`src/rtl/mseq_pkg.sv`:
```
// Shared definitions for the ARC microprogram sequencer: COND encodings,
// microword field offsets (relative to ADDR_W) and default parameter values.
package mseq_pkg;

    localparam int MSEQ_ADDR_W     = 11;
    localparam int MSEQ_WORD_W     = 41;
    localparam int MSEQ_RESET_ADDR = 0;
    localparam int MSEQ_TRAP_ADDR  = 2047;

    // Field offsets above the JUMP field; absolute bit = ADDR_W + offset
    localparam int COND_OFS = 0;
    localparam int COND_W   = 3;
    localparam int ALU_OFS  = 3;
    localparam int ALU_W    = 4;
    localparam int WR_OFS   = 7;
    localparam int RD_OFS   = 8;

    localparam int COND_LSB_DEF = MSEQ_ADDR_W + COND_OFS;
    localparam int ALU_LSB_DEF  = MSEQ_ADDR_W + ALU_OFS;
    localparam int WR_BIT_DEF   = MSEQ_ADDR_W + WR_OFS;
    localparam int RD_BIT_DEF   = MSEQ_ADDR_W + RD_OFS;

    typedef enum logic [2:0] {
        COND_NEXT   = 3'b000,
        COND_N      = 3'b001,
        COND_Z      = 3'b010,
        COND_V      = 3'b011,
        COND_C      = 3'b100,
        COND_IR13   = 3'b101,
        COND_JUMP   = 3'b110,
        COND_DECODE = 3'b111
    } cond_e;

endpackage

```
`src/rtl/micro_store.sv`:
```
// Microprogram control store with two read ports (MPC and decode probe).
// Unpopulated addresses return the fetch microword with hit = 0.
module micro_store
    import mseq_pkg::*;
#(
    parameter int ADDR_W = MSEQ_ADDR_W,
    parameter int WORD_W = MSEQ_WORD_W
) (
    input  logic [ADDR_W-1:0] addr_a,
    output logic [WORD_W-1:0] word_a,
    output logic              hit_a,
    input  logic [ADDR_W-1:0] addr_b,
    output logic [WORD_W-1:0] word_b,
    output logic              hit_b
);

    function automatic logic [WORD_W-1:0] mw(input cond_e c, input logic [31:0] j,
                                             input logic [ALU_W-1:0] alu,
                                             input logic rd, input logic wr);
        logic [WORD_W-1:0] w;
        w = '0;
        w[ADDR_W-1:0] = j[ADDR_W-1:0];
        w[ADDR_W+COND_OFS +: COND_W] = c;
        w[ADDR_W+ALU_OFS +: ALU_W] = alu;
        w[ADDR_W+WR_OFS] = wr;
        w[ADDR_W+RD_OFS] = rd;
        return w;
    endfunction

    // Returns {hit, word}
    function automatic logic [WORD_W:0] lookup(input logic [ADDR_W-1:0] addr);
        logic [31:0]     a;
        logic [WORD_W:0] r;
        a = 32'(addr);
        r[WORD_W] = 1'b1;
        case (a)
            32'd0:    r[WORD_W-1:0] = mw(COND_NEXT,   32'd0,    4'd0, 1'b1, 1'b0);
            32'd1:    r[WORD_W-1:0] = mw(COND_DECODE, 32'd0,    4'd0, 1'b0, 1'b0);
            32'd8:    r[WORD_W-1:0] = mw(COND_IR13,   32'd12,   4'd0, 1'b0, 1'b0);
            32'd9, 32'd12, 32'd1606:
                      r[WORD_W-1:0] = mw(COND_JUMP,   32'd0,    4'd0, 1'b0, 1'b0);
            32'd20:   r[WORD_W-1:0] = mw(COND_JUMP,   32'd8,    4'd0, 1'b0, 1'b0);
            32'd40, 32'd41, 32'd42, 32'd43:
                      r[WORD_W-1:0] = mw(COND_NEXT,   32'd0,    4'd2, 1'b0, 1'b0);
            32'd44:   r[WORD_W-1:0] = mw(COND_JUMP,   32'd2047, 4'd0, 1'b0, 1'b1);
            32'd1600, 32'd1601:
                      r[WORD_W-1:0] = mw(COND_NEXT,   32'd0,    4'd1, 1'b0, 1'b0);
            32'd1602: r[WORD_W-1:0] = mw(COND_N,      32'd20,   4'd0, 1'b0, 1'b0);
            32'd1603: r[WORD_W-1:0] = mw(COND_Z,      32'd20,   4'd0, 1'b0, 1'b0);
            32'd1604: r[WORD_W-1:0] = mw(COND_V,      32'd20,   4'd0, 1'b0, 1'b0);
            32'd1605: r[WORD_W-1:0] = mw(COND_C,      32'd20,   4'd0, 1'b0, 1'b0);
            32'd1808: r[WORD_W-1:0] = mw(COND_NEXT,   32'd0,    4'd3, 1'b1, 1'b0);
            32'd1809: r[WORD_W-1:0] = mw(COND_JUMP,   32'd40,   4'd0, 1'b0, 1'b0);
            32'd2047: r[WORD_W-1:0] = mw(COND_NEXT,   32'd0,    4'd0, 1'b0, 1'b0);
            default:  r = {1'b0, mw(COND_NEXT, 32'd0, 4'd0, 1'b1, 1'b0)};
        endcase
        return r;
    endfunction

    // MPC read port
    always_comb begin
        {hit_a, word_a} = lookup(addr_a);
    end

    // Decode probe read port
    always_comb begin
        {hit_b, word_b} = lookup(addr_b);
    end

endmodule

```
`src/rtl/micro_sequencer.sv`:
```
// ARC microprogram sequencer: MPC register, next-address selection, decode trap.
// Optional MSEQ_MEMWAIT_EN: RD/WR microwords stall until MSEQ_MemAck_In.
module micro_sequencer
    import mseq_pkg::*;
#(
    parameter int ADDR_W     = MSEQ_ADDR_W,
    parameter int WORD_W     = MSEQ_WORD_W,
    parameter int RESET_ADDR = MSEQ_RESET_ADDR,
    parameter int TRAP_ADDR  = MSEQ_TRAP_ADDR
) (
    input  logic              MSEQ_CLOCK_50,
    input  logic              MSEQ_RESET_InLow,
    input  logic              MSEQ_Run_In,
    input  logic [31:0]       MSEQ_IR_In,
    input  logic [3:0]        MSEQ_PSR_In,
    input  logic              MSEQ_MemAck_In,
    output logic [WORD_W-1:0] MSEQ_MIR_Out,
    output logic [ADDR_W-1:0] MSEQ_MPC_Out,
    output logic              MSEQ_Illegal_Out
);

    localparam int COND_LSB = ADDR_W + COND_OFS;
    localparam int WR_BIT   = ADDR_W + WR_OFS;
    localparam int RD_BIT   = ADDR_W + RD_OFS;

    logic [ADDR_W-1:0] mpc_r;
    logic              illegal_r;
    logic [WORD_W-1:0] mir_s;
    logic              mir_hit_s;
    logic [WORD_W-1:0] probe_word_s;
    logic              probe_hit_s;
    logic [ADDR_W-1:0] decode_addr_s;
    logic [ADDR_W-1:0] next_mpc_s;
    cond_e             cond_s;
    logic              cond_true_s;
    logic              set_illegal_s;
    logic              mem_wait_s;
    logic              hold_s;
    logic              unused_s;

    micro_store #(
        .ADDR_W (ADDR_W),
        .WORD_W (WORD_W)
    ) u_store (
        .addr_a (mpc_r),
        .word_a (mir_s),
        .hit_a  (mir_hit_s),
        .addr_b (decode_addr_s),
        .word_b (probe_word_s),
        .hit_b  (probe_hit_s)
    );

    assign cond_s        = cond_e'(mir_s[COND_LSB +: COND_W]);
    assign decode_addr_s = ADDR_W'({1'b1, MSEQ_IR_In[31:30], MSEQ_IR_In[24:19], 2'b00});

`ifdef MSEQ_MEMWAIT_EN
    assign mem_wait_s = (mir_s[RD_BIT] | mir_s[WR_BIT]) & ~MSEQ_MemAck_In;
    assign unused_s   = ^{1'b0, MSEQ_IR_In[29:25], MSEQ_IR_In[18:14], MSEQ_IR_In[12:0],
                          probe_word_s, mir_hit_s};
`else
    assign mem_wait_s = 1'b0;
    assign unused_s   = ^{1'b0, MSEQ_IR_In[29:25], MSEQ_IR_In[18:14], MSEQ_IR_In[12:0],
                          probe_word_s, mir_hit_s, MSEQ_MemAck_In, mir_s[RD_BIT], mir_s[WR_BIT]};
`endif

    assign hold_s = ~MSEQ_Run_In | mem_wait_s;

    // Branch condition evaluated on the current microword
    always_comb begin
        cond_true_s = 1'b0;
        case (cond_s)
            COND_NEXT:   cond_true_s = 1'b0;
            COND_N:      cond_true_s = MSEQ_PSR_In[3];
            COND_Z:      cond_true_s = MSEQ_PSR_In[2];
            COND_V:      cond_true_s = MSEQ_PSR_In[1];
            COND_C:      cond_true_s = MSEQ_PSR_In[0];
            COND_IR13:   cond_true_s = MSEQ_IR_In[13];
            COND_JUMP:   cond_true_s = 1'b1;
            COND_DECODE: cond_true_s = 1'b0;
            default:     cond_true_s = 1'b0;
        endcase
    end

    // Next-address mux; an unpopulated decode target diverts to the trap word
    always_comb begin
        next_mpc_s    = mpc_r + ADDR_W'(1);
        set_illegal_s = 1'b0;
        if (cond_s == COND_DECODE) begin
            if (probe_hit_s) begin
                next_mpc_s = decode_addr_s;
            end else begin
                next_mpc_s    = ADDR_W'(TRAP_ADDR);
                set_illegal_s = 1'b1;
            end
        end else if (cond_true_s) begin
            next_mpc_s = mir_s[ADDR_W-1:0];
        end else begin
            next_mpc_s = mpc_r + ADDR_W'(1);
        end
    end

    // MPC and sticky illegal-opcode registers
    always_ff @(posedge MSEQ_CLOCK_50) begin
        if (!MSEQ_RESET_InLow) begin
            mpc_r     <= ADDR_W'(RESET_ADDR);
            illegal_r <= 1'b0;
        end else if (hold_s) begin
            mpc_r     <= mpc_r;
            illegal_r <= illegal_r;
        end else begin
            mpc_r     <= next_mpc_s;
            illegal_r <= illegal_r | set_illegal_s;
        end
    end

    assign MSEQ_MIR_Out     = mir_s;
    assign MSEQ_MPC_Out     = mpc_r;
    assign MSEQ_Illegal_Out = illegal_r;

endmodule

```
`config.mk`:
```
export PLATFORM = sky130hd
export DESIGN_NAME = micro_sequencer
export DESIGN_NICKNAME = d
export VERILOG_FILES = /design/src/rtl/mseq_pkg.sv /design/src/rtl/micro_store.sv /design/src/rtl/micro_sequencer.sv
export SDC_FILE = /design/constraint.sdc
export NUM_CORES = 1
export LEC_CHECK = 0
export ABC_CLOCK_PERIOD_IN_PS = 2500
export BUFFER_PORTS_ARGS = -buffer_cell sky130_fd_sc_hd__buf_2
export CAP_MARGIN = 20
export CORE_MARGIN = 2
export CORE_UTILIZATION = 39
export DETAILED_ROUTE_END_ITERATION = 6
export MAX_ROUTING_LAYER = met4
export PLACE_DENSITY = 0.77
export SLEW_MARGIN = 40
export SYNTH_ARGS = -nofsm -noshare
export SYNTH_HDL_FRONTEND = slang
export SYNTH_SLANG_ARGS = --single-unit
```
`constraint.sdc`:
```
create_clock -name MSEQ_CLOCK_50 -period 2.5 [get_ports MSEQ_CLOCK_50]
set_input_delay 0.375 -clock MSEQ_CLOCK_50 [delete_from_list [all_inputs] [get_ports MSEQ_CLOCK_50]]
set_output_delay 0.375 -clock MSEQ_CLOCK_50 [all_outputs]
set_load 0.005 [all_outputs]
```
==> out/results.md, run 1 <==
* Seq. cell area: 245 um^2
* Reg clk slew, reported paths: 60 ps
* worst r2r src: MSEQ_MPC_Out[8]
* hold path start: MSEQ_RESET_InLow
* Max Root-Sink Buffers: 2
* buffer type at the clock tree root: sky130_fd_sc_hd__clkbuf_8
* number of setup violations in the final report: 13
* largest driver fanout on the critical path: 4
* Cell Area, Placed: 1940 um^2
* non-filler instance count after layout: 337
* placement-stage worst setup slack: -420 ps
* share of flip-flops with an asynchronous set or reset: 0
* starting density of the core: 0.404
* final design area excluding fillers: 2260 um^2
* final count of pins violating max slew: 0
* most frequently used flop master after synthesis: sky130_fd_sc_hd__dfxtp_1
* Worst EP required: 2670 ps
* leading cell types by total area after synthesis: sky130_fd_sc_hd__dfxtp_1 16%, sky130_fd_sc_hd__buf_4 15%, sky130_fd_sc_hd__and3_1 5.1%
* overall die width: 65.3 um
* share of total power in the clock network: 0.176
* leading post-synthesis cells by instance count: 30 x sky130_fd_sc_hd__buf_4, 13 x sky130_fd_sc_hd__o21ai_0, 12 x sky130_fd_sc_hd__and3_1, 12 x sky130_fd_sc_hd__dfxtp_1, 12 x sky130_fd_sc_hd__nand3_1
* CTS sink cnt: 12
* capture instance of the worst register-to-register path: MSEQ_MPC_Out[6]
* GRT Util Overall: 0.236
* placement row count: 22
* Final Net Count: 334
* FF+latch count, synth: 12
* overall die area: 4270 um^2
* core area: 3630 um^2
* Power Dens Cells: 551 nW/um^2
* largest voltage drop on the vdd net: 0.000410 V
* kind of end point of the critical path: flop
* DRC errors left: 0
* Setup crit start kind: flop
* layout overhead on the synthesized area: 53.8%
* final worst-path cycle share: 1.07
* Total Routed Length: 4960 um
* Logic pwr share: 0.640
* unrepaired setup endpoints after global routing: true
* sequential cell area fraction in the yosys report: 0.164
* Num CTS Buffers: 3
* count of flip-flops with a built-in enable after synthesis: 0
* Syn Inst Count: 200
* Worst Skew: 3.70 ps
* class of the worst hold path: primary input to flop
* CP Data Arrival Time: 2860 ps
* classification of the worst setup path: flop to flop
* global-route wire length before repair: 7740 um
* maximum clock rate: 372 MHz
* Final Hold Viols: 0
* antenna violations before repair: 0
* Hold-fix buffers, CTS: 0
* area of the multi-input gates: 1150 um^2
* overall power: 1.24 mW
* worst min-delay path endpoint: MSEQ_MPC_Out[7]
* number of global-route vias before repair: 1684
* sequential share of power: 0.184
* Switching Fraction: 0.372
* total net switching power: 0.463 mW
* Distinct cells, synth: 52
* routability congestion estimate from global placement: 0.916
* number of vias after detailed routing: 1835
* proportion of layout cells with a drive suffix above 1: 0.509
* TritonCTS clock tree: built
* minimum hold slack: 469 ps
* worst reg-to-reg setup slack: -190 ps
* slew of the pin with the lowest slew margin: 602 ps
* area fraction of the dominant cell type after synthesis: 0.164
* clock latency of the later-clocked register in the worst-skew pair: 240 ps
* cell-internal power: 0.780 mW
* warnings from Yosys: 0
* Hold Path Stages: 2
* maximum level of the CTS H-tree: 1
* status: complete, but fails checks
* number of inserted diodes: 0
* syn avg cell area: 7.33 um^2
* cell taking the most area after synthesis: sky130_fd_sc_hd__dfxtp_1
* number of cells traversed by the worst register-to-register path: 9
* fillcell total: 307
* total leakage power: 1.13 nW
* Detail Route Antenna Nets: 0
* Detailed Route Iter0 Violations: 120
* violated checks: negative setup slack
* maximum number of pins on one net before global-route repair: 12
* DP Wirelength: 3600 um
* number of top-level design ports: 93
* post-layout min period: 2690 ps
* Die Height: 65.3 um
* post-placement cell count: 320
* overall overflow remaining after global route: 0
* netlist area before placement: 1470 um^2
* cell with the most instances after synthesis: sky130_fd_sc_hd__buf_4
* max-cap violations: 0
* mean number of vias per cell: 5.45
* count of input and output buffers: 45
* DRT Pass-1 Iters: 4
* worst rel slew slack: 0.594
* minimum setup slack in the final design: -187 ps
* per-cell routed wire length: 14.7 um
-- stage by stage --
stage                      util  TNS, ps
after floorplan               -     -359
after global placement    0.534    -2690
final                     0.621    -1430
after CTS                 0.594     -978
after detailed placement  0.534    -3420
after global routing      0.621    -2330
-- worst max-delay path by stage --
stage / startpoint / end / slack [ps] / depth (start not counted)
CTS: MSEQ_MPC_Out[4] / MSEQ_MPC_Out[6] / -150 / 9
floorplan: MSEQ_MPC_Out[7] / MSEQ_MPC_Out[6] / -100 / 10
detailed placement: MSEQ_MPC_Out[0] / MSEQ_MPC_Out[6] / -420 / 11
global route: MSEQ_MPC_Out[4] / MSEQ_MPC_Out[6] / -250 / 9
global placement: MSEQ_MPC_Out[6] / MSEQ_MPC_Out[6] / -360 / 11
finish: MSEQ_MPC_Out[8] / MSEQ_MPC_Out[6] / -190 / 9
-- registers in the layout, indices dropped and copies added, names as in the netlist --
register and count:
MSEQ_MPC_Out 11, MSEQ_Illegal_Out 1
-- critical path, stage by stage (launching register included) --
cell and delay [ps]:
sky130_fd_sc_hd__dfxtp_1 320, sky130_fd_sc_hd__or4b_4 520, sky130_fd_sc_hd__or3_4 350, sky130_fd_sc_hd__and3_4 190
sky130_fd_sc_hd__and2_4 160, sky130_fd_sc_hd__a31oi_4 180, sky130_fd_sc_hd__mux2i_4 110, sky130_fd_sc_hd__buf_4 150
sky130_fd_sc_hd__or4b_1 490, sky130_fd_sc_hd__a31oi_1 140
-- power by group through the flow --
stage | clock [mW] | combinational (mW) | sequential (mW)
after floorplan | 0 | 0.336 | 0.235
after global placement | 0 | 0.583 | 0.228
after detailed placement | 0 | 0.595 | 0.229
after CTS | 0.219 | 0.714 | 0.227
after global routing | 0.228 | 0.852 | 0.231
final | 0.218 | 0.795 | 0.229
-- timing repair --
action | in CTS | in global routing
setup buffers | 9 | 4
gates resized for setup | 22 | 15
pin swaps | 7 | 5
setup endpoints to repair | 13 | 15
-- metal layers --
| metal | global-route usage | wire [um] |
|---|---|---|
| met1 | 0.297 | 2130 |
| met2 | 0.409 | 2440 |
| met3 | 0.0411 | 338 |
| met4 | 0.0260 | 51 |
| met5 | - | 0 |
-- layout by cell type (no fill, tap or decap), drive strengths merged, types with 8 or more instances in the layout --
cell type,Yosys,final
dfxtp,12,12
nor2,10,10
conb,1,23
inv,8,8
nand3,12,12
buf,34,107
and3,13,13
o21ai,13,13
nand2,9,9
-- kinds of logic (layout without fill, tap and decap cells) --
| kind of cell | Yosys count | after routing | synth area share |
|---|---|---|---|
| DFF | 12 | 12 | 0.164 |
| and+or+nand+nor | 76 | 76 | 0.299 |
| xor gates and xnor gates | 2 | 2 | 0.0119 |
| AOI/OAI and AO/OA | 48 | 48 | 0.241 |
| muxes | 4 | 4 | 0.0273 |
| adders and majority gates | 4 | 4 | 0.0341 |
| other | 1 | 23 | 0.00256 |
| buffers and inverters | 53 | 120 | 0.220 |
-- area by class of cell --
cell class | instances | share of cell area
multi-input combinational | 157 | 0.510
timing repair buffer | 107 | 0.314
inverter | 9 | 0.0161
clock buffer | 4 | 0.0244
tap | 48 | 0.0266
sequential | 12 | 0.109
(Power assumes the default switching activity.)
==> run 2, diff against run 1 <==
--- a/config.mk
+++ b/config.mk
@@ -5,14 +5,16 @@
 export SDC_FILE = /design/constraint.sdc
 export NUM_CORES = 1
 export LEC_CHECK = 0
-export ABC_CLOCK_PERIOD_IN_PS = 2500
+export ABC_AREA = 1
+export ABC_CLOCK_PERIOD_IN_PS = 3100
 export BUFFER_PORTS_ARGS = -buffer_cell sky130_fd_sc_hd__buf_2
 export CAP_MARGIN = 20
+export CORE_ASPECT_RATIO = 0.8
 export CORE_MARGIN = 2
-export CORE_UTILIZATION = 39
+export CORE_UTILIZATION = 49
 export DETAILED_ROUTE_END_ITERATION = 6
 export MAX_ROUTING_LAYER = met4
-export PLACE_DENSITY = 0.77
+export PLACE_DENSITY = 0.87
 export SLEW_MARGIN = 40
 export SYNTH_ARGS = -nofsm -noshare
 export SYNTH_HDL_FRONTEND = slang
==> constraint.sdc (replaced) <==
create_clock -name MSEQ_CLOCK_50 -period 3.1 [get_ports MSEQ_CLOCK_50]
set_input_delay 0.465 -clock MSEQ_CLOCK_50 [delete_from_list [all_inputs] [get_ports MSEQ_CLOCK_50]]
set_output_delay 0.465 -clock MSEQ_CLOCK_50 [all_outputs]
set_load 0.005 [all_outputs]
==> out/results.md, run 2 <==
* Largest register FFs: 11, unchanged
* antenna violations before repair: 0, unchanged
* Max Root-Sink Buffers: 2, unchanged
* number of inserted diodes: 0, unchanged
* total leakage power: 1.02 nW, was 1.13 nW
* minimum setup slack in the final design: 474 ps, was -187 ps
* status: complete, no violations, was complete, but fails checks
* overall die area: 3890 um^2, was 4270 um^2
* Worst Skew: 2.03 ps, was 3.70 ps
* layout overhead on the synthesized area: 8.76%, was 53.8%
* Hold-fix buffers, CTS: 0, unchanged
* clock latency of the later-clocked register in the worst-skew pair: 240 ps, about the same
* DP Wirelength: 2990 um, was 3600 um
* final count of pins violating max slew: 0, unchanged
* largest driver fanout on the critical path: 6, was 4
* cell with the most instances after synthesis: sky130_fd_sc_hd__nand2_1, was sky130_fd_sc_hd__buf_4
* unrepaired setup endpoints after global routing: false, was true
* GR Util met1: 0.245, was 0.297
* Switching Fraction: 0.360, was 0.372
* maximum clock rate: 381 MHz
* number of vias after detailed routing: 1578, was 1835
* post-layout min period: 2630 ps
* global-route track usage on met3: 0.0290, was 0.0411
* maximum level of the CTS H-tree: 1, unchanged
* hold path start: MSEQ_RESET_InLow, unchanged
* met2 layer usage reported by global route: 0.313, was 0.409
* number of cells traversed by the worst register-to-register path: 16, was 9
* placement-stage worst setup slack: 730 ps, was -420 ps
* most frequently used flop master after synthesis: sky130_fd_sc_hd__dfxtp_1, unchanged
* worst r2r src: MSEQ_MPC_Out[0], was MSEQ_MPC_Out[8]
* count of input and output buffers: 45, unchanged
* share of total power in the clock network: 0.305, was 0.176
* number of top-level design ports: 93, unchanged
* top library cells by usage in the layout, fill and taps aside: 49 x sky130_fd_sc_hd__nand2_1, 45 x sky130_fd_sc_hd__buf_2, 23 x sky130_fd_sc_hd__conb_1, 22 x sky130_fd_sc_hd__inv_1, 20 x sky130_fd_sc_hd__nand3_1, was 57 x sky130_fd_sc_hd__buf_4, 45 x sky130_fd_sc_hd__buf_2, 23 x sky130_fd_sc_hd__conb_1, 13 x sky130_fd_sc_hd__o21ai_0, 11 x sky130_fd_sc_hd__and3_1
* overall overflow remaining after global route: 0, unchanged
* warnings from Yosys: 0, unchanged
* post-CTS sizing: 0, was 22
* netlist area before placement: 1670 um^2, was 1470 um^2
* class of the worst hold path: primary input to flop, unchanged
* Final Net Count: 331, was 334
* classification of the worst setup path: flop to primary output, was flop to flop
* FF+latch count, synth: 12, unchanged
* total net switching power: 0.170 mW, was 0.463 mW
* DRT Pass-1 Iters: 4, unchanged
* Setup crit start kind: flop, unchanged
* placement row count: 18, was 22
* max-cap violations: 0, unchanged
* final worst-path cycle share: 0.847
* mean number of vias per cell: 4.86, was 5.45
* core area: 3180 um^2, was 3630 um^2
* Worst EP required: 2630 ps, was 2670 ps
* share of flip-flops with an asynchronous set or reset: 0, unchanged
* kind of end point of the critical path: primary output, was flop
* GRT Util Overall: 0.192, was 0.236
* proportion of layout cells with a drive suffix above 1: 0.361, was 0.509
* count of flip-flops with a built-in enable after synthesis: 0, unchanged
* worst min-delay path endpoint: MSEQ_Illegal_Out, was MSEQ_MPC_Out[7]
* DRC errors left: 0, unchanged
* overall die width: 69.3 um, was 65.3 um
* most crowded layer after global routing: met2, unchanged
* number of global-route vias before repair: 1416, was 1684
* number of setup violations in the final report: 0, was 13
* cell taking the most area after synthesis: sky130_fd_sc_hd__dfxtp_1, unchanged
* Reg clk slew, reported paths: 50 ps, was 60 ps
* per-cell routed wire length: 11.0 um, was 14.7 um
* Detail Route Antenna Nets: 0, unchanged
* area fraction of the dominant cell type after synthesis: 0.144, was 0.164
* capture instance of the worst register-to-register path: MSEQ_MPC_Out[4], was MSEQ_MPC_Out[6]
* Distinct cells, synth: 33, was 52
* TNS Setup: 0 ps, was -1430 ps
* worst reg-to-reg setup slack: 790 ps, was -190 ps
* leading cell types by total area after synthesis: sky130_fd_sc_hd__dfxtp_1 14%, sky130_fd_sc_hd__buf_4 14%, sky130_fd_sc_hd__nand2_1 11%, was sky130_fd_sc_hd__dfxtp_1 16%, sky130_fd_sc_hd__buf_4 15%, sky130_fd_sc_hd__and3_1 5.1%
* starting density of the core: 0.526, was 0.404
* Final Hold Viols: 0, unchanged
* cell-internal power: 0.302 mW, was 0.780 mW
* largest voltage drop on the vdd net: 0.000237 V, was 0.000410 V
* Detailed Route Iter0 Violations: 51, was 120
* Syn Inst Count: 250, was 200
* Hold Path Stages: 2, unchanged
* maximum number of pins on one net before global-route repair: 13, was 12
* number of post-CTS setup repair buffers: 0, was 9
* routability congestion estimate from global placement: 0.936, was 0.916
* CTS sink cnt: 12, unchanged
* Total Routed Length: 3580 um, was 4960 um
* buffer type at the clock tree root: sky130_fd_sc_hd__clkbuf_8, unchanged
* Die Height: 56.2 um, was 65.3 um
* Logic pwr share: 0.344, was 0.640
* sequential cell area fraction in the yosys report: 0.144, was 0.164
* CP Data Arrival Time: 2160 ps, was 2860 ps
* Power Dens Cells: 260 nW/um^2, was 551 nW/um^2
* sequential share of power: 0.351, was 0.184
* leading post-synthesis cells by instance count: 49 x sky130_fd_sc_hd__nand2_1, 32 x sky130_fd_sc_hd__buf_4, 22 x sky130_fd_sc_hd__inv_1, 20 x sky130_fd_sc_hd__nand3_1, 14 x sky130_fd_sc_hd__nor2_1, was 30 x sky130_fd_sc_hd__buf_4, 13 x sky130_fd_sc_hd__o21ai_0, 12 x sky130_fd_sc_hd__and3_1, 12 x sky130_fd_sc_hd__dfxtp_1, 12 x sky130_fd_sc_hd__nand3_1
* global-route wire length before repair: 6050 um, was 7740 um
* syn avg cell area: 6.68 um^2, was 7.33 um^2
* leading cell type in the layout, fill and taps excluded: sky130_fd_sc_hd__nand2_1, was sky130_fd_sc_hd__buf_4
* TritonCTS clock tree: built, unchanged
* Num CTS Buffers: 3, unchanged
* fillcell total: 309, was 307
## run 2: area by class of cell
type | instances | area [um^2] | share of cell area
Tap cell | 40 | 50.0 | 0.0275
Inverter | 34 | 128 | 0.0702
Clock buffer | 3 | 41.3 | 0.0227
Sequential cell | 12 | 240 | 0.132
Timing Repair Buffer | 45 | 225 | 0.124
Multi-Input combinational cell | 191 | 1130 | 0.623
## run 2: worst max path at each step
stage               startpoint  slack [ps]                to  cells after the start
2_1_floorplan  MSEQ_MPC_Out[0]         990  MSEQ_MIR_Out[19]                      9
3_3_place_gp   MSEQ_MPC_Out[0]         750  MSEQ_MIR_Out[19]                      9
3_5_place_dp   MSEQ_MPC_Out[0]         730  MSEQ_MIR_Out[19]                      9
4_1_cts        MSEQ_MPC_Out[0]         460  MSEQ_MIR_Out[19]                      9
5_1_grt        MSEQ_MPC_Out[0]         320  MSEQ_MIR_Out[19]                      9
6_report       MSEQ_MPC_Out[0]         470  MSEQ_MIR_Out[19]                      9
## run 2: power groups by stage
stage | registers (mW) | logic, mW | clock network (mW)
CTS | 0.166 | 0.163 | 0.146
finish | 0.166 | 0.162 | 0.144
global placement | 0.169 | 0.159 | 0
floorplan | 0.168 | 0.142 | 0
detailed placement | 0.169 | 0.162 | 0
global route | 0.167 | 0.182 | 0.151
## run 2: kinds of logic (layout without fill, tap and decap cells)
family / Yosys count / count (layout) / share of synthesized area
AND/OR/NAND/NOR: 128 / 128 / 0.438
buffers and inverters: 69 / 82 / 0.228
AO/OA/AOI/OAI: 28 / 28 / 0.116
flip-flops: 12 / 12 / 0.144
XOR/XNOR: 8 / 8 / 0.0419
adder cells (fa/ha/maj): 4 / 4 / 0.0300
other: 1 / 23 / 0.00225
## run 2: critical path: stages, from the launching register on
cell and delay [ps]:
sky130_fd_sc_hd__dfxtp_1 420, sky130_fd_sc_hd__ha_1 210, sky130_fd_sc_hd__inv_1 100, sky130_fd_sc_hd__nor4_1 420, sky130_fd_sc_hd__nand3_1 220, sky130_fd_sc_hd__nor2_1 170, sky130_fd_sc_hd__nand2_1 90, sky130_fd_sc_hd__nand3_1 80
sky130_fd_sc_hd__o41ai_1 70, sky130_fd_sc_hd__buf_2 130
## run 2: per-layer routing
layer  vias to the layer above  share of wire
li1                        825              -
met1                       684           0.45
met2                        62           0.47
met3                         7          0.071
met4                         0          0.013
met5                         -              0
## run 2: per-stage QoR
stage	total power, mW	utilization	cell area, um^2	std cells	hold slack, ps
after floorplan	0.310	-	1750	272	464
after global placement	0.327	0.559	1780	322	450
after detailed placement	0.331	0.559	1780	322	457
after CTS	0.474	0.572	1820	325	435
after global routing	0.500	0.572	1820	325	465
final	0.472	0.572	1820	325	435
==> run 3, diff against run 2 <==
--- a/config.mk
+++ b/config.mk
@@ -6,15 +6,15 @@
 export NUM_CORES = 1
 export LEC_CHECK = 0
 export ABC_AREA = 1
-export ABC_CLOCK_PERIOD_IN_PS = 3100
+export ABC_CLOCK_PERIOD_IN_PS = 2300
 export BUFFER_PORTS_ARGS = -buffer_cell sky130_fd_sc_hd__buf_2
 export CAP_MARGIN = 20
 export CORE_ASPECT_RATIO = 0.8
 export CORE_MARGIN = 2
-export CORE_UTILIZATION = 49
+export CORE_UTILIZATION = 41
 export DETAILED_ROUTE_END_ITERATION = 6
 export MAX_ROUTING_LAYER = met4
-export PLACE_DENSITY = 0.87
+export PLACE_DENSITY = 0.78
 export SLEW_MARGIN = 40
 export SYNTH_ARGS = -nofsm -noshare
 export SYNTH_HDL_FRONTEND = slang
==> constraint.sdc (replaced) <==
create_clock -name MSEQ_CLOCK_50 -period 2.3 [get_ports MSEQ_CLOCK_50]
set_input_delay 0.345 -clock MSEQ_CLOCK_50 [delete_from_list [all_inputs] [get_ports MSEQ_CLOCK_50]]
set_output_delay 0.345 -clock MSEQ_CLOCK_50 [all_outputs]
set_load 0.005 [all_outputs]
==> out/results.md, run 3 (synthesis gave the netlist of run 2 again) <==
* sum of buffers and inverters on the critical path: 2, unchanged
* sequential share of power: 0.326, was 0.351
* proportion of layout cells with a drive suffix above 1: 0.456, was 0.361
* CP cell instances: inv_2, nand3_2, nor2_4, nand2_2, nand3_4, nor2_4, nand2_4, o41ai_4, buf_2, was ha_1, inv_1, nor4_1, nand3_1, nor2_1, nand2_1, nand3_1, o41ai_1, buf_2
* total net switching power: 0.249 mW, was 0.170 mW
* critical path's most frequent cell: sky130_fd_sc_hd__nor2_4, was sky130_fd_sc_hd__nand3_1
* Total Routed Length: 4070 um, was 3580 um
* DRC errors left: 0, unchanged
* global-route wire length before repair: 6050 um, unchanged
* count of input and output buffers: 45, unchanged
* kind of end point of the critical path: primary output, unchanged
* overall overflow remaining after global route: 0, unchanged
* fillcell total: 392, was 309
* largest voltage drop on the vdd net: 0.000417 V, was 0.000237 V
* antenna violations before repair: 0, unchanged
* share of total power in the clock network: 0.275, was 0.305
* final worst-path cycle share: 0.958
* TritonCTS clock tree: built, unchanged
* cell-internal power: 0.442 mW, was 0.302 mW
* classification of the worst setup path: flop to primary output, unchanged
* path length in cells of the critical path: 9, unchanged
* overall die area: 4600 um^2, was 3890 um^2
* class of the worst hold path: primary input to flop, unchanged
* overall die width: 75.4 um, was 69.3 um
* CP Data Arrival Time: 1860 ps, was 2160 ps
* core area: 3850 um^2, was 3180 um^2
* Reg clk slew, reported paths: 50 ps, about the same
* Setup crit start kind: flop, unchanged
* DP Wirelength: 3200 um, was 2990 um
* starting density of the core: 0.433, was 0.526
* layout overhead on the synthesized area: 22.8%, was 8.76%
* number of inserted diodes: 0, unchanged
* Detail Route Antenna Nets: 0, unchanged
* final count of pins violating max slew: 0, unchanged
* per-cell routed wire length: 11.7 um, was 11.0 um
* Worst Skew: 3.72 ps, was 2.03 ps
* placement-stage worst setup slack: 54.5 ps, was 730 ps
* worst stage delay on the critical path: 480 ps, was 420 ps
* placement row count: 20, was 18
* Largest register FFs: 11, unchanged
* total leakage power: 1.09 nW, was 1.02 nW
* Power Dens Cells: 337 nW/um^2, was 260 nW/um^2
* routability congestion estimate from global placement: 0.834, was 0.936
* number of vias after detailed routing: 1642, was 1578
* Num CTS Buffers: 3, unchanged
* Max Root-Sink Buffers: 2, unchanged
* leading cell type in the layout, fill and taps excluded: sky130_fd_sc_hd__nand2_1, unchanged
* minimum setup slack in the final design: 96.6 ps, was 474 ps
* mean number of vias per cell: 4.70, was 4.86
* clock latency of the later-clocked register in the worst-skew pair: 240 ps, about the same
* maximum number of pins on one net before global-route repair: 13, unchanged
* maximum level of the CTS H-tree: 1, unchanged
* number of global-route vias before repair: 1340, was 1416
* Logic pwr share: 0.398, was 0.344
* post-layout min period: 2200 ps
* Worst EP required: 1960 ps, was 2630 ps
* max-cap violations: 0, unchanged
* number of cells traversed by the worst register-to-register path: 16, unchanged
* buffer type at the clock tree root: sky130_fd_sc_hd__clkbuf_8, unchanged
* unrepaired setup endpoints after global routing: false, unchanged
* Hold-fix buffers, CTS: 0, unchanged
* GRT Util Overall: 0.175, was 0.192
* number of setup violations in the final report: 0, unchanged
* area of the multi-input gates: 1260 um^2, was 1130 um^2
* minimum hold slack: 323 ps, was 435 ps
* TNS Setup: 0 ps, unchanged
* top library cells by usage in the layout, fill and taps aside: 49 x sky130_fd_sc_hd__nand2_1, 45 x sky130_fd_sc_hd__buf_2, 23 x sky130_fd_sc_hd__conb_1, 17 x sky130_fd_sc_hd__inv_1, 16 x sky130_fd_sc_hd__inv_2, was 49 x sky130_fd_sc_hd__nand2_1, 45 x sky130_fd_sc_hd__buf_2, 23 x sky130_fd_sc_hd__conb_1, 22 x sky130_fd_sc_hd__inv_1, 20 x sky130_fd_sc_hd__nand3_1
* Detailed Route Iter0 Violations: 72, was 51
* Final Hold Viols: 0, unchanged
* worst reg-to-reg setup slack: 150 ps, was 790 ps
* Switching Fraction: 0.361, was 0.360
* maximum clock rate: 454 MHz
* status: complete, no violations, unchanged
* worst-path cell with the longest stage delay: sky130_fd_sc_hd__dfxtp_1, unchanged
* Final Net Count: 340, was 331
* largest driver fanout on the critical path: 6, unchanged
* Seq. cell area: 251 um^2, was 240 um^2
* DRT Pass-1 Iters: 4, unchanged
* number of top-level design ports: 93, unchanged
* CTS sink cnt: 12, unchanged
* Die Height: 61.1 um, was 56.2 um
* Top delay family on crit path: simple AND/OR/NAND/NOR gates, unchanged
* Hold Path Stages: 2, unchanged
run 3: cell count changes in the layout (fill, tap and decap cells not counted), sizes merged:
cell,before,now
buf,45,54
run 3: final cells by class:
type | count | area share
timing repair buffer | 54 | 0.145
inverter | 34 | 0.0622
sequential | 12 | 0.123
tap | 55 | 0.0336
multi-input combinational | 191 | 0.617
clock buffer | 3 | 0.0201
run 3: worst register-to-register path: cells and delay by family, from the launching register on:
family,cells,cell delay (ps)
buf+inv,2,270
simple gates,13,1230
flops,1,480
compound gates,1,50
run 3: routing by layer:
metal / part of all wire / vias up / GRT usage
met2: 0.48 / 52 / 0.271
li1: - / 836 / -
met3: 0.054 / 4 / 0.0196
met5: 0 / - / -
met1: 0.46 / 750 / 0.249
met4: 0.0071 / 0 / 0.0301
run 3: repair_timing:
item,4_1_cts,5_1_grt
cloned,0,0
gates resized for setup,5,31
pin swaps,1,6
buffers inserted,1,4
endpoints found under the setup margin,1,16
run 3: through the flow:
stage / util / cell area (um^2) / power (mW) / cells
global route: 0.532 / 2050 / 0.739 / 349
finish: 0.532 / 2050 / 0.691 / 349
detailed placement: 0.473 / 1820 / 0.451 / 341
global placement: 0.473 / 1820 / 0.448 / 341
floorplan: - / 1750 / 0.417 / 272
CTS: 0.492 / 1890 / 0.642 / 345
run 3: power groups by stage:
stage / Sequential, mW / Clock (mW) / Combinational, mW
detailed placement: 0.226 / 0 / 0.224
global route: 0.227 / 0.206 / 0.305
global placement: 0.226 / 0 / 0.222
CTS: 0.223 / 0.191 / 0.228
finish: 0.225 / 0.190 / 0.275
floorplan: 0.226 / 0 / 0.192
run 3: worst paths after layout:
check                           to              from
hold / removal    MSEQ_Illegal_Out  MSEQ_RESET_InLow
hold reg to reg   MSEQ_Illegal_Out  MSEQ_Illegal_Out
setup / recovery  MSEQ_MIR_Out[19]   MSEQ_MPC_Out[8]
setup reg to reg   MSEQ_MPC_Out[4]   MSEQ_MPC_Out[8]
